===== src/rtl/hci_outstanding_limiter_if.sv =====
// Request/response bundle for the HCI-Outstanding path, with one modport for
// each side of the link.
interface hci_outstanding_intf #(
    parameter int unsigned AW = 32,
    parameter int unsigned DW = 32,
    parameter int unsigned UW = 2,
    parameter int unsigned IW = 4
);
    logic            req_valid;
    logic            req_ready;
    logic [AW-1:0]   add;
    logic            wen;
    logic [DW-1:0]   data;
    logic [DW/8-1:0] be;
    logic [UW-1:0]   user;
    logic [IW-1:0]   id;
    logic            resp_valid;
    logic            resp_ready;
    logic [DW-1:0]   r_data;
    logic [UW-1:0]   r_user;
    logic [IW-1:0]   r_id;
    logic            r_opc;

    modport initiator (
        output req_valid, add, wen, data, be, user, id, resp_ready,
        input  req_ready, resp_valid, r_data, r_user, r_id, r_opc
    );

    modport target (
        input  req_valid, add, wen, data, be, user, id, resp_ready,
        output req_ready, resp_valid, r_data, r_user, r_id, r_opc
    );
endinterface


===== src/rtl/hci_outstanding_limiter.sv =====
// Limits in-flight HCI transactions to MAX_OUTSTANDING, with an optional
// request register slice. Responses pass straight through.
module hci_outstanding_limiter #(
    parameter int unsigned MAX_OUTSTANDING = 8,
    parameter int unsigned CNT_W           = $clog2(MAX_OUTSTANDING + 1),
    parameter bit          REQ_PIPE        = 1'b0,
    parameter int unsigned AW              = 32,
    parameter int unsigned DW              = 32,
    parameter int unsigned UW              = 2,
    parameter int unsigned IW              = 4
) (
    input  logic                  clk_i,
    input  logic                  rst_ni,
    input  logic                  clear_i,
    hci_outstanding_intf.target    tcdm_target,
    hci_outstanding_intf.initiator tcdm_initiator,
    output logic [CNT_W-1:0]      outstanding_o,
    output logic                  idle_o,
    output logic                  err_o
);
    localparam logic [CNT_W-1:0] MAX_CNT = CNT_W'(MAX_OUTSTANDING);

    logic [CNT_W-1:0] cnt;
    logic             err_q;
    logic             cap_ok;
    logic             acc;
    logic             rsp;
    logic             slice_valid;

    // Gating uses only the registered count, so a response never reaches req_ready combinationally.
    assign cap_ok = (cnt < MAX_CNT);
    assign acc    = tcdm_target.req_valid & tcdm_target.req_ready;
    assign rsp    = tcdm_target.resp_valid & tcdm_target.resp_ready;

    always_ff @(posedge clk_i or negedge rst_ni) begin
        if (!rst_ni) begin
            cnt   <= '0;
            err_q <= 1'b0;
        end else if (clear_i) begin
            cnt   <= '0;
            err_q <= 1'b0;
        end else if (acc && !rsp) begin
            cnt <= cnt + CNT_W'(1);
        end else if (rsp && !acc) begin
            if (cnt == '0) begin
                err_q <= 1'b1;
            end else begin
                cnt <= cnt - CNT_W'(1);
            end
        end
    end

    if (REQ_PIPE) begin : g_slice
        logic            sv_q;
        logic [AW-1:0]   add_q;
        logic            wen_q;
        logic [DW-1:0]   data_q;
        logic [DW/8-1:0] be_q;
        logic [UW-1:0]   user_q;
        logic [IW-1:0]   id_q;

        // Fields load only on acceptance, which cannot happen while the slice is stalled.
        always_ff @(posedge clk_i or negedge rst_ni) begin
            if (!rst_ni) begin
                sv_q   <= 1'b0;
                add_q  <= '0;
                wen_q  <= 1'b0;
                data_q <= '0;
                be_q   <= '0;
                user_q <= '0;
                id_q   <= '0;
            end else if (clear_i) begin
                sv_q <= 1'b0;
            end else if (acc) begin
                sv_q   <= 1'b1;
                add_q  <= tcdm_target.add;
                wen_q  <= tcdm_target.wen;
                data_q <= tcdm_target.data;
                be_q   <= tcdm_target.be;
                user_q <= tcdm_target.user;
                id_q   <= tcdm_target.id;
            end else if (tcdm_initiator.req_ready) begin
                sv_q <= 1'b0;
            end
        end

        assign tcdm_target.req_ready    = cap_ok & (~sv_q | tcdm_initiator.req_ready);
        assign tcdm_initiator.req_valid = sv_q;
        assign tcdm_initiator.add       = add_q;
        assign tcdm_initiator.wen       = wen_q;
        assign tcdm_initiator.data      = data_q;
        assign tcdm_initiator.be        = be_q;
        assign tcdm_initiator.user      = user_q;
        assign tcdm_initiator.id        = id_q;
        assign slice_valid              = sv_q;
    end else begin : g_comb
        assign tcdm_target.req_ready    = tcdm_initiator.req_ready & cap_ok;
        assign tcdm_initiator.req_valid = tcdm_target.req_valid & cap_ok;
        assign tcdm_initiator.add       = tcdm_target.add;
        assign tcdm_initiator.wen       = tcdm_target.wen;
        assign tcdm_initiator.data      = tcdm_target.data;
        assign tcdm_initiator.be        = tcdm_target.be;
        assign tcdm_initiator.user      = tcdm_target.user;
        assign tcdm_initiator.id        = tcdm_target.id;
        assign slice_valid              = 1'b0;
    end

    assign tcdm_target.resp_valid    = tcdm_initiator.resp_valid;
    assign tcdm_target.r_data        = tcdm_initiator.r_data;
    assign tcdm_target.r_user        = tcdm_initiator.r_user;
    assign tcdm_target.r_id          = tcdm_initiator.r_id;
    assign tcdm_target.r_opc         = tcdm_initiator.r_opc;
    assign tcdm_initiator.resp_ready = tcdm_target.resp_ready;

    assign outstanding_o = cnt;
    assign idle_o        = (cnt == '0) & ~slice_valid;
    assign err_o         = err_q;
endmodule


===== src/flat_wrapper.sv =====
// flat-port wrapper written by rule: the top's interface ports become plain ports
module hci_outstanding_limiter_flat 
#(
    parameter int unsigned MAX_OUTSTANDING = 8,
    parameter int unsigned CNT_W           = $clog2(MAX_OUTSTANDING + 1),
    parameter bit          REQ_PIPE        = 1'b0,
    parameter int unsigned AW              = 32,
    parameter int unsigned DW              = 32,
    parameter int unsigned UW              = 2,
    parameter int unsigned IW              = 4
)
  (clk_i, rst_ni, clear_i, outstanding_o, idle_o, err_o, tcdm_target_req_valid, tcdm_target_add, tcdm_target_wen, tcdm_target_data, tcdm_target_be, tcdm_target_user, tcdm_target_id, tcdm_target_resp_ready, tcdm_target_req_ready, tcdm_target_resp_valid, tcdm_target_r_data, tcdm_target_r_user, tcdm_target_r_id, tcdm_target_r_opc, tcdm_initiator_req_valid, tcdm_initiator_add, tcdm_initiator_wen, tcdm_initiator_data, tcdm_initiator_be, tcdm_initiator_user, tcdm_initiator_id, tcdm_initiator_resp_ready, tcdm_initiator_req_ready, tcdm_initiator_resp_valid, tcdm_initiator_r_data, tcdm_initiator_r_user, tcdm_initiator_r_id, tcdm_initiator_r_opc);
  hci_outstanding_intf #(.AW(AW), .DW(DW), .UW(UW), .IW(IW)) tcdm_target_i ();
  hci_outstanding_intf #(.AW(AW), .DW(DW), .UW(UW), .IW(IW)) tcdm_initiator_i ();
  input  logic clk_i;
  input  logic rst_ni;
  input  logic clear_i;
  output logic [CNT_W-1:0] outstanding_o;
  output logic idle_o;
  output logic err_o;
  input wire logic [$bits(tcdm_target_i.req_valid)-1:0] tcdm_target_req_valid;
  input wire logic [$bits(tcdm_target_i.add)-1:0] tcdm_target_add;
  input wire logic [$bits(tcdm_target_i.wen)-1:0] tcdm_target_wen;
  input wire logic [$bits(tcdm_target_i.data)-1:0] tcdm_target_data;
  input wire logic [$bits(tcdm_target_i.be)-1:0] tcdm_target_be;
  input wire logic [$bits(tcdm_target_i.user)-1:0] tcdm_target_user;
  input wire logic [$bits(tcdm_target_i.id)-1:0] tcdm_target_id;
  input wire logic [$bits(tcdm_target_i.resp_ready)-1:0] tcdm_target_resp_ready;
  output wire logic [$bits(tcdm_target_i.req_ready)-1:0] tcdm_target_req_ready;
  output wire logic [$bits(tcdm_target_i.resp_valid)-1:0] tcdm_target_resp_valid;
  output wire logic [$bits(tcdm_target_i.r_data)-1:0] tcdm_target_r_data;
  output wire logic [$bits(tcdm_target_i.r_user)-1:0] tcdm_target_r_user;
  output wire logic [$bits(tcdm_target_i.r_id)-1:0] tcdm_target_r_id;
  output wire logic [$bits(tcdm_target_i.r_opc)-1:0] tcdm_target_r_opc;
  output wire logic [$bits(tcdm_initiator_i.req_valid)-1:0] tcdm_initiator_req_valid;
  output wire logic [$bits(tcdm_initiator_i.add)-1:0] tcdm_initiator_add;
  output wire logic [$bits(tcdm_initiator_i.wen)-1:0] tcdm_initiator_wen;
  output wire logic [$bits(tcdm_initiator_i.data)-1:0] tcdm_initiator_data;
  output wire logic [$bits(tcdm_initiator_i.be)-1:0] tcdm_initiator_be;
  output wire logic [$bits(tcdm_initiator_i.user)-1:0] tcdm_initiator_user;
  output wire logic [$bits(tcdm_initiator_i.id)-1:0] tcdm_initiator_id;
  output wire logic [$bits(tcdm_initiator_i.resp_ready)-1:0] tcdm_initiator_resp_ready;
  input wire logic [$bits(tcdm_initiator_i.req_ready)-1:0] tcdm_initiator_req_ready;
  input wire logic [$bits(tcdm_initiator_i.resp_valid)-1:0] tcdm_initiator_resp_valid;
  input wire logic [$bits(tcdm_initiator_i.r_data)-1:0] tcdm_initiator_r_data;
  input wire logic [$bits(tcdm_initiator_i.r_user)-1:0] tcdm_initiator_r_user;
  input wire logic [$bits(tcdm_initiator_i.r_id)-1:0] tcdm_initiator_r_id;
  input wire logic [$bits(tcdm_initiator_i.r_opc)-1:0] tcdm_initiator_r_opc;
  assign tcdm_target_i.req_valid = tcdm_target_req_valid;
  assign tcdm_target_i.add = tcdm_target_add;
  assign tcdm_target_i.wen = tcdm_target_wen;
  assign tcdm_target_i.data = tcdm_target_data;
  assign tcdm_target_i.be = tcdm_target_be;
  assign tcdm_target_i.user = tcdm_target_user;
  assign tcdm_target_i.id = tcdm_target_id;
  assign tcdm_target_i.resp_ready = tcdm_target_resp_ready;
  assign tcdm_target_req_ready = tcdm_target_i.req_ready;
  assign tcdm_target_resp_valid = tcdm_target_i.resp_valid;
  assign tcdm_target_r_data = tcdm_target_i.r_data;
  assign tcdm_target_r_user = tcdm_target_i.r_user;
  assign tcdm_target_r_id = tcdm_target_i.r_id;
  assign tcdm_target_r_opc = tcdm_target_i.r_opc;
  assign tcdm_initiator_req_valid = tcdm_initiator_i.req_valid;
  assign tcdm_initiator_add = tcdm_initiator_i.add;
  assign tcdm_initiator_wen = tcdm_initiator_i.wen;
  assign tcdm_initiator_data = tcdm_initiator_i.data;
  assign tcdm_initiator_be = tcdm_initiator_i.be;
  assign tcdm_initiator_user = tcdm_initiator_i.user;
  assign tcdm_initiator_id = tcdm_initiator_i.id;
  assign tcdm_initiator_resp_ready = tcdm_initiator_i.resp_ready;
  assign tcdm_initiator_i.req_ready = tcdm_initiator_req_ready;
  assign tcdm_initiator_i.resp_valid = tcdm_initiator_resp_valid;
  assign tcdm_initiator_i.r_data = tcdm_initiator_r_data;
  assign tcdm_initiator_i.r_user = tcdm_initiator_r_user;
  assign tcdm_initiator_i.r_id = tcdm_initiator_r_id;
  assign tcdm_initiator_i.r_opc = tcdm_initiator_r_opc;
  hci_outstanding_limiter #(.MAX_OUTSTANDING(MAX_OUTSTANDING), .CNT_W(CNT_W), .REQ_PIPE(REQ_PIPE), .AW(AW), .DW(DW), .UW(UW), .IW(IW)) u_core (.clk_i(clk_i), .rst_ni(rst_ni), .clear_i(clear_i), .tcdm_target(tcdm_target_i), .tcdm_initiator(tcdm_initiator_i), .outstanding_o(outstanding_o), .idle_o(idle_o), .err_o(err_o));
endmodule

===== config.mk =====
export PLATFORM = sky130hd
export DESIGN_NAME = hci_outstanding_limiter_flat
export DESIGN_NICKNAME = d
export VERILOG_FILES = /design/src/rtl/hci_outstanding_limiter_if.sv /design/src/rtl/hci_outstanding_limiter.sv /design/src/flat_wrapper.sv
export SDC_FILE = /design/constraint.sdc
export NUM_CORES = 1
export LEC_CHECK = 0
export ABC_CLOCK_PERIOD_IN_PS = 2400
export CORE_AREA = 2 2 94 96
export CTS_CLUSTER_DIAMETER = 80
export CTS_CLUSTER_SIZE = 24
export DETAILED_ROUTE_END_ITERATION = 10
export DIE_AREA = 0 0 96 98
export PLACE_DENSITY_LB_ADDON = 0.25
export SLEW_MARGIN = 40
export SYNTH_ARGS = -nofsm -noshare
export SYNTH_HDL_FRONTEND = slang
export SYNTH_SLANG_ARGS = --single-unit

===== constraint.sdc =====
create_clock -name clk_i -period 2.4 [get_ports clk_i]
set_clock_uncertainty 0.2 [all_clocks]
set_input_delay 0.36 -clock clk_i [delete_from_list [all_inputs] [get_ports clk_i]]
set_output_delay 0.36 -clock clk_i [all_outputs]
set_load 0.02 [all_outputs]

Word-level counts from Yosys, hierarchy flattened
Index checks and enable logic that the tools add are counted.
Widths: inputs -> output; s select.
- bits in registers: 5
- input bits: 121
- output and inout bits: 124
- logic and storage cells: 29
- $add $sub $neg: 2
- $lt $le $gt $ge: 1
- equal/unequal tests: 2
- muxes and demuxes: 8
- bitwise gates (word level): 4
- reduce and logical (&&, ||, !) cells: 10
- operator list (kind ; count):
    $mux 4 ; 4
    $add 4x1->4 const B ; 1
    $and 1x1->1 ; 4
    $logic_not 4->1 ; 1
    $lt 4x4->1 const B ; 1
    $mux 1 ; 4
    $reduce_bool 2->1 ; 2
    $sub 4x1->4 const B ; 1
    $ne 3x2->1 const B ; 1
    $reduce_and 3->1 ; 1
    $reduce_bool 3->1 ; 1
    $logic_and 1x1->1 ; 2
    $logic_not 1->1 ; 2
    $ne 2x2->1 const B ; 1
    $reduce_and 2->1 ; 1

Depth between registers and ports, before layout
- word-level depth: 8
- gate-level depth with buffers: 8

Least setup slack after synthesis
OpenSTA, ideal clock, no wires.
- path kind: reg2reg
- start: register u_core.cnt[3], in the netlist u_core.outstanding_o[3]
- end: register u_core.cnt[3], in the netlist u_core.outstanding_o[3]
- setup time: 0.131 ns
- arrival time: 1.948 ns
- data required time: 2.069 ns
- setup slack: 0.121 ns
- cell stages (with the launch flop): 8
- path buffers: 0
- period minus slack after synthesis: 2.279 ns
- cells stage by stage: dfrtp_1 > nand3b_1 > nor2_1 > inv_1 > ha_1 > nor4_4 > mux2i_1 > a31oi_1
- longest elaborated chain between the ends: 7
- elaborated cells between the ends (all ways): 16
- those cells by class: add/sub: 2; order compare: 1; eq/ne: 1; mux: 4; bitwise: 2; reduce/logical: 6
- ends and longest elaborated chain (what ; RTL line ; text):
    from (decl) ; hci_outstanding_limiter.sv:23 ; logic [CNT_W-1:0] cnt;
    from (signal assigned) ; hci_outstanding_limiter.sv:43 ; cnt <= cnt + CNT_W'(1);
    from (signal assigned) ; hci_outstanding_limiter.sv:48 ; cnt <= cnt - CNT_W'(1);
    $lt 4x4->1 ; hci_outstanding_limiter.sv:31 ; assign cap_ok = (cnt < MAX_CNT);
    $and 1x1->1 ; hci_outstanding_limiter.sv:97 ; assign tcdm_target.req_ready = tcdm_initiator.req_ready & cap_ok;
    $and 1x1->1 ; hci_outstanding_limiter.sv:32 ; assign acc = tcdm_target.req_valid & tcdm_target.req_ready;
    $logic_not 1->1 ; hci_outstanding_limiter.sv:44 ; end else if (rsp && !acc) begin
    $logic_and 1x1->1 ; hci_outstanding_limiter.sv:44 ;
    $reduce_bool 3->1 (no line) ; - ;
    $reduce_and 2->1 (no line) ; - ;
Several ways; a longest one is shown, not always the timed one. The select of a mux whose other input is x is not followed.
A chain may end at the register's enable or synchronous reset.

Final worst setup path
- start: register u_core.cnt[3], in the netlist u_core.outstanding_o[3]
- end: output idle_o
- longest elaborated chain between the ends: 1
- ends and longest elaborated chain (what ; RTL line ; text):
    $logic_not 4->1 ; hci_outstanding_limiter.sv:116 ; assign idle_o = (cnt == '0) & ~slice_valid;
    to (decl) ; flat_wrapper.sv:19 ; output logic idle_o;
No other way between the ends.

==> results by stage <==
Status:
- The run finished with clean final reports.

Logic synthesis:
- The number of different library cells in the post-synthesis netlist is 27.
- Counting every net in the synthesized netlist gives approximately 280.
- The netlist area before placement is approximately 0.0013 mm².
- The synthesized design contains 5 register bits.
- The share of the Yosys chip area taken by registers is 0.0964.
- A synthesized cell averages about 8.1 µm².
- The number of warnings printed during yosys synthesis is 0.
- Counting every instance in the synthesized netlist gives 160.

Global routing:
- The initial antenna violation count is 0.
- The first global-routing pass estimated 4450 µm of wire.
- The combined global-route utilization of all metal layers is 0.0679.
- The total overflow left after global routing is 0.
- Entering global routing, the biggest net connects 10 pins.
- The number of global-route vias before repair came to 596.

Floorplan:
- The initial core utilization is 0.153.
- After floorplanning, the core was divided into 34 placement rows.
- The core region is around 0.0085 mm².
- The width of the chip is ~96 µm.
- The height of the chip is ~100 µm.
- The I/O pin count is approximately 250.
- The die covers 0.00941 mm².

Place:
- The routability congestion estimate is between 0.7 and 0.8.
- The number of buffer cells added on primary ports is 16.
- After legalization and detailed placement, the total HPWL measured between 2000 and 3000 µm.

CTS:
- The clock passes through at most 2 buffers.
- In this run the number of H-tree levels came out at 1.
- The CTS buffer count is 3.
- The tree built by TritonCTS fans out to 5 sinks.
- Once the clock tree was built, the setup fixing pass inserted 0 buffers.
- TritonCTS built the clock tree.
- The cell sitting at the root of the clock tree is a clkbuf_8.
- The clock transition at the registers of the reported paths is 0.03 ns.
- The insertion delay of the later-clocked pin in the worst-skew pair is ~0.22 ns.
- The hold buffer count at CTS is 0.
- Gates resized during post-CTS repair numbered 0.

STA:
- The total count of hold-check failures in the final report is 0.
- Setup repair after global routing left no endpoint under its margin.
- Counting I/O delays and the setup requirement, the final critical path takes 2.24 ns.
- The transition time of the tightest slew-check pin is around 0.32 ns.
- Timing would allow up to 0.446 GHz.
- The share of the cycle needed by the critical path after routing is 0.934.
- The number of failing setup endpoints in the final timing report is 0.
- After routing, the total negative slack on setup checks comes to 0 ns.
- The worst slew slack as a fraction of its limit is 0.787.
- The max-slew violation count is 0.

Power and ir drop:
- In this run the power density over the cells is between 600 and 700 mW/mm².
- The maximum vdd ir drop is 0.140 mV.
- Summed over all cells, the static leakage comes to 0.263 nW.

Cells and area:
- For this run, the share of the core covered by cells in the final layout is 0.0946.
- The number of nets in the finished design is between 150 and 200.
- Relative to the synthesized area, the layout overhead comes to -38.3%.
- The number of antenna diodes in the final layout is 0.
- In the final layout, the share of cells above drive strength 1 is 0.203.

Worst setup path:
- The largest driver fanout on the critical path is 9.
- The type of the setup path with the least slack is flop to output port.
- STA classifies the critical path startpoint as a flop.
- The endpoint type of the worst setup path is an output port.
- Data arrives at the worst endpoint at about 1.7 ns.
- The signal on the critical path passes through nor4_4 > clkdlybuf4s50_1.
- The worst endpoint required time is between 1.5 and 2 ns.
- The maximum cell stage delay along the critical path is about 0.66 ns.
- The slowest stage of the critical path is the clkdlybuf4s50_1 cell.

Drt:
- The final routed wire length divided by cell count is approximately 19 µm.
- The count of nets left with antenna violations once routing finished came out at 0.
- The post-route DRC violation count is 0.
- The final wirelength is about 3300 µm.
- The number of design-rule violations left by the first detailed-router iteration is 16.
- Detailed routing inserted a total of around 560 vias.
- The via-per-instance ratio is ~3.1.
- The first detailed-routing pass took 4 iterations.

Hold path:
- The path class of the tightest hold or removal check is primary input to asynchronous set/reset pin.

Flow run:
- The tool flagged a number of max-cap violations equal to 0.
## power by group
group | switching [W] | internal, W | total, W
Clock | 0.0000384 | 0.000114 | 0.000152
Sequential | 0.0000244 | 0.0000979 | 0.000122
Combinational | 0.000121 | 0.000129 | 0.000250
## cells in the final DEF (no fill, tap or decap), drive strengths merged
cell	instances
dfrtp	5
nand3	2
clkdlybuf4s50	16
nor4	3
o21ai	3
a21oi	1
xnor2	1
mux2i	1
and3	1
a31oi	3
buf	6
clkbuf	4
nand3b	3
ha	2
o21a	2
and2b	2
a31o	1
and3b	1
nor2	3
nor2b	1
o211ai	1
nand2	1
and2	1
inv	1
nand4b	1
nor3	3
## worst paths after layout
path,startpoint,endpoint,slack (ns),depth (start not counted)
setup / recovery,u_core.outstanding_o[3],idle_o,0.16,2
hold / removal,rst_ni,u_core.outstanding_o[0],0.17,1
setup reg to reg,u_core.outstanding_o[3],u_core.outstanding_o[3],0.32,7
hold reg to reg,u_core.err_o,u_core.err_o,0.31,2
max in group asynchronous,rst_ni,u_core.err_o,1.64,1
min in group clk_i,u_core.err_o,u_core.err_o,0.31,2
## synth_stat cells
cell type    n  area [µm²]
nor2_1       3        11.3
nand2_1      1        3.75
and3b_4      1        12.5
inv_1        1        3.75
and3_2       1        7.51
nor4_1       1        6.26
nor2b_1      1        6.26
mux2i_1      1        10.0
buf_6        1        11.3
a31o_1       1        8.76
a31oi_1      3        18.8
and2_1       1        6.26
nand4b_1     1        8.76
xnor2_1      1        8.76
o21ai_0      3        15.0
ha_1         2        25.0
dfrtp_1      5         125
nor3_1       2        10.0
o21a_1       2        15.0
nor4_4       2        42.5
buf_4      116         871
and2b_1      2        15.0
nand3b_1     3        22.5
nor3_2       1        10.0
o211ai_1     1        7.51
nand3_1      2        10.0
a21oi_1      1        5.00
## worst max-delay path: cells and delay by family (launching register included)
family / cells / cell delay, ns
flip-flops: 1 / 0.47
AND/OR/NAND/NOR: 1 / 0.33
buffers and inverters: 1 / 0.66
## state kept, by name, indices dropped and copies added (netlist names)
signal / cells
u_core.outstanding_o: 4
u_core.err_o: 1
## routing by layer
layer	track usage	wire length (µm)
met3	0.0903	964
met5	0	0
met4	0.0505	187
met2	0.109	1600
met1	0.0314	571
## through the flow
stage,cells,hold slack [ns],cell area [µm²],setup WS [ns],total power (W)
6_report,177,0.169,801,0.159,0.000525
3_5_place_dp,173,0.324,756,0.0371,0.000378
3_3_place_gp,173,0.333,756,0.0608,0.000379
5_1_grt,177,0.176,801,0.0552,0.000570
2_1_floorplan,160,-0.136,1300,0.121,0.000546
4_1_cts,177,0.178,801,0.116,0.000537
## layout make-up
class | instances | area, µm²
Multi-Input combinational cell | 37 | 287
Sequential cell | 5 | 125
Tap cell | 108 | 135
Fill cell | 977 | 7660
Inverter | 1 | 3.75
Clock buffer | 4 | 45.0
Timing Repair Buffer | 22 | 205
## cells by family (layout without fill, tap and decap cells)
kind of cell / Yosys count / in the layout / synth area share
buffers and inverters: 118 / 27 / 0.683
muxes: 1 / 1 / 0.00771
adders and majority gates: 2 / 2 / 0.0193
AOI/OAI and AO/OA: 11 / 11 / 0.0540
DFF: 5 / 5 / 0.0964
xor gates and xnor gates: 1 / 1 / 0.00675
and+or+nand+nor: 22 / 22 / 0.133
No activity file was read; power rests on OpenSTA's default activity.
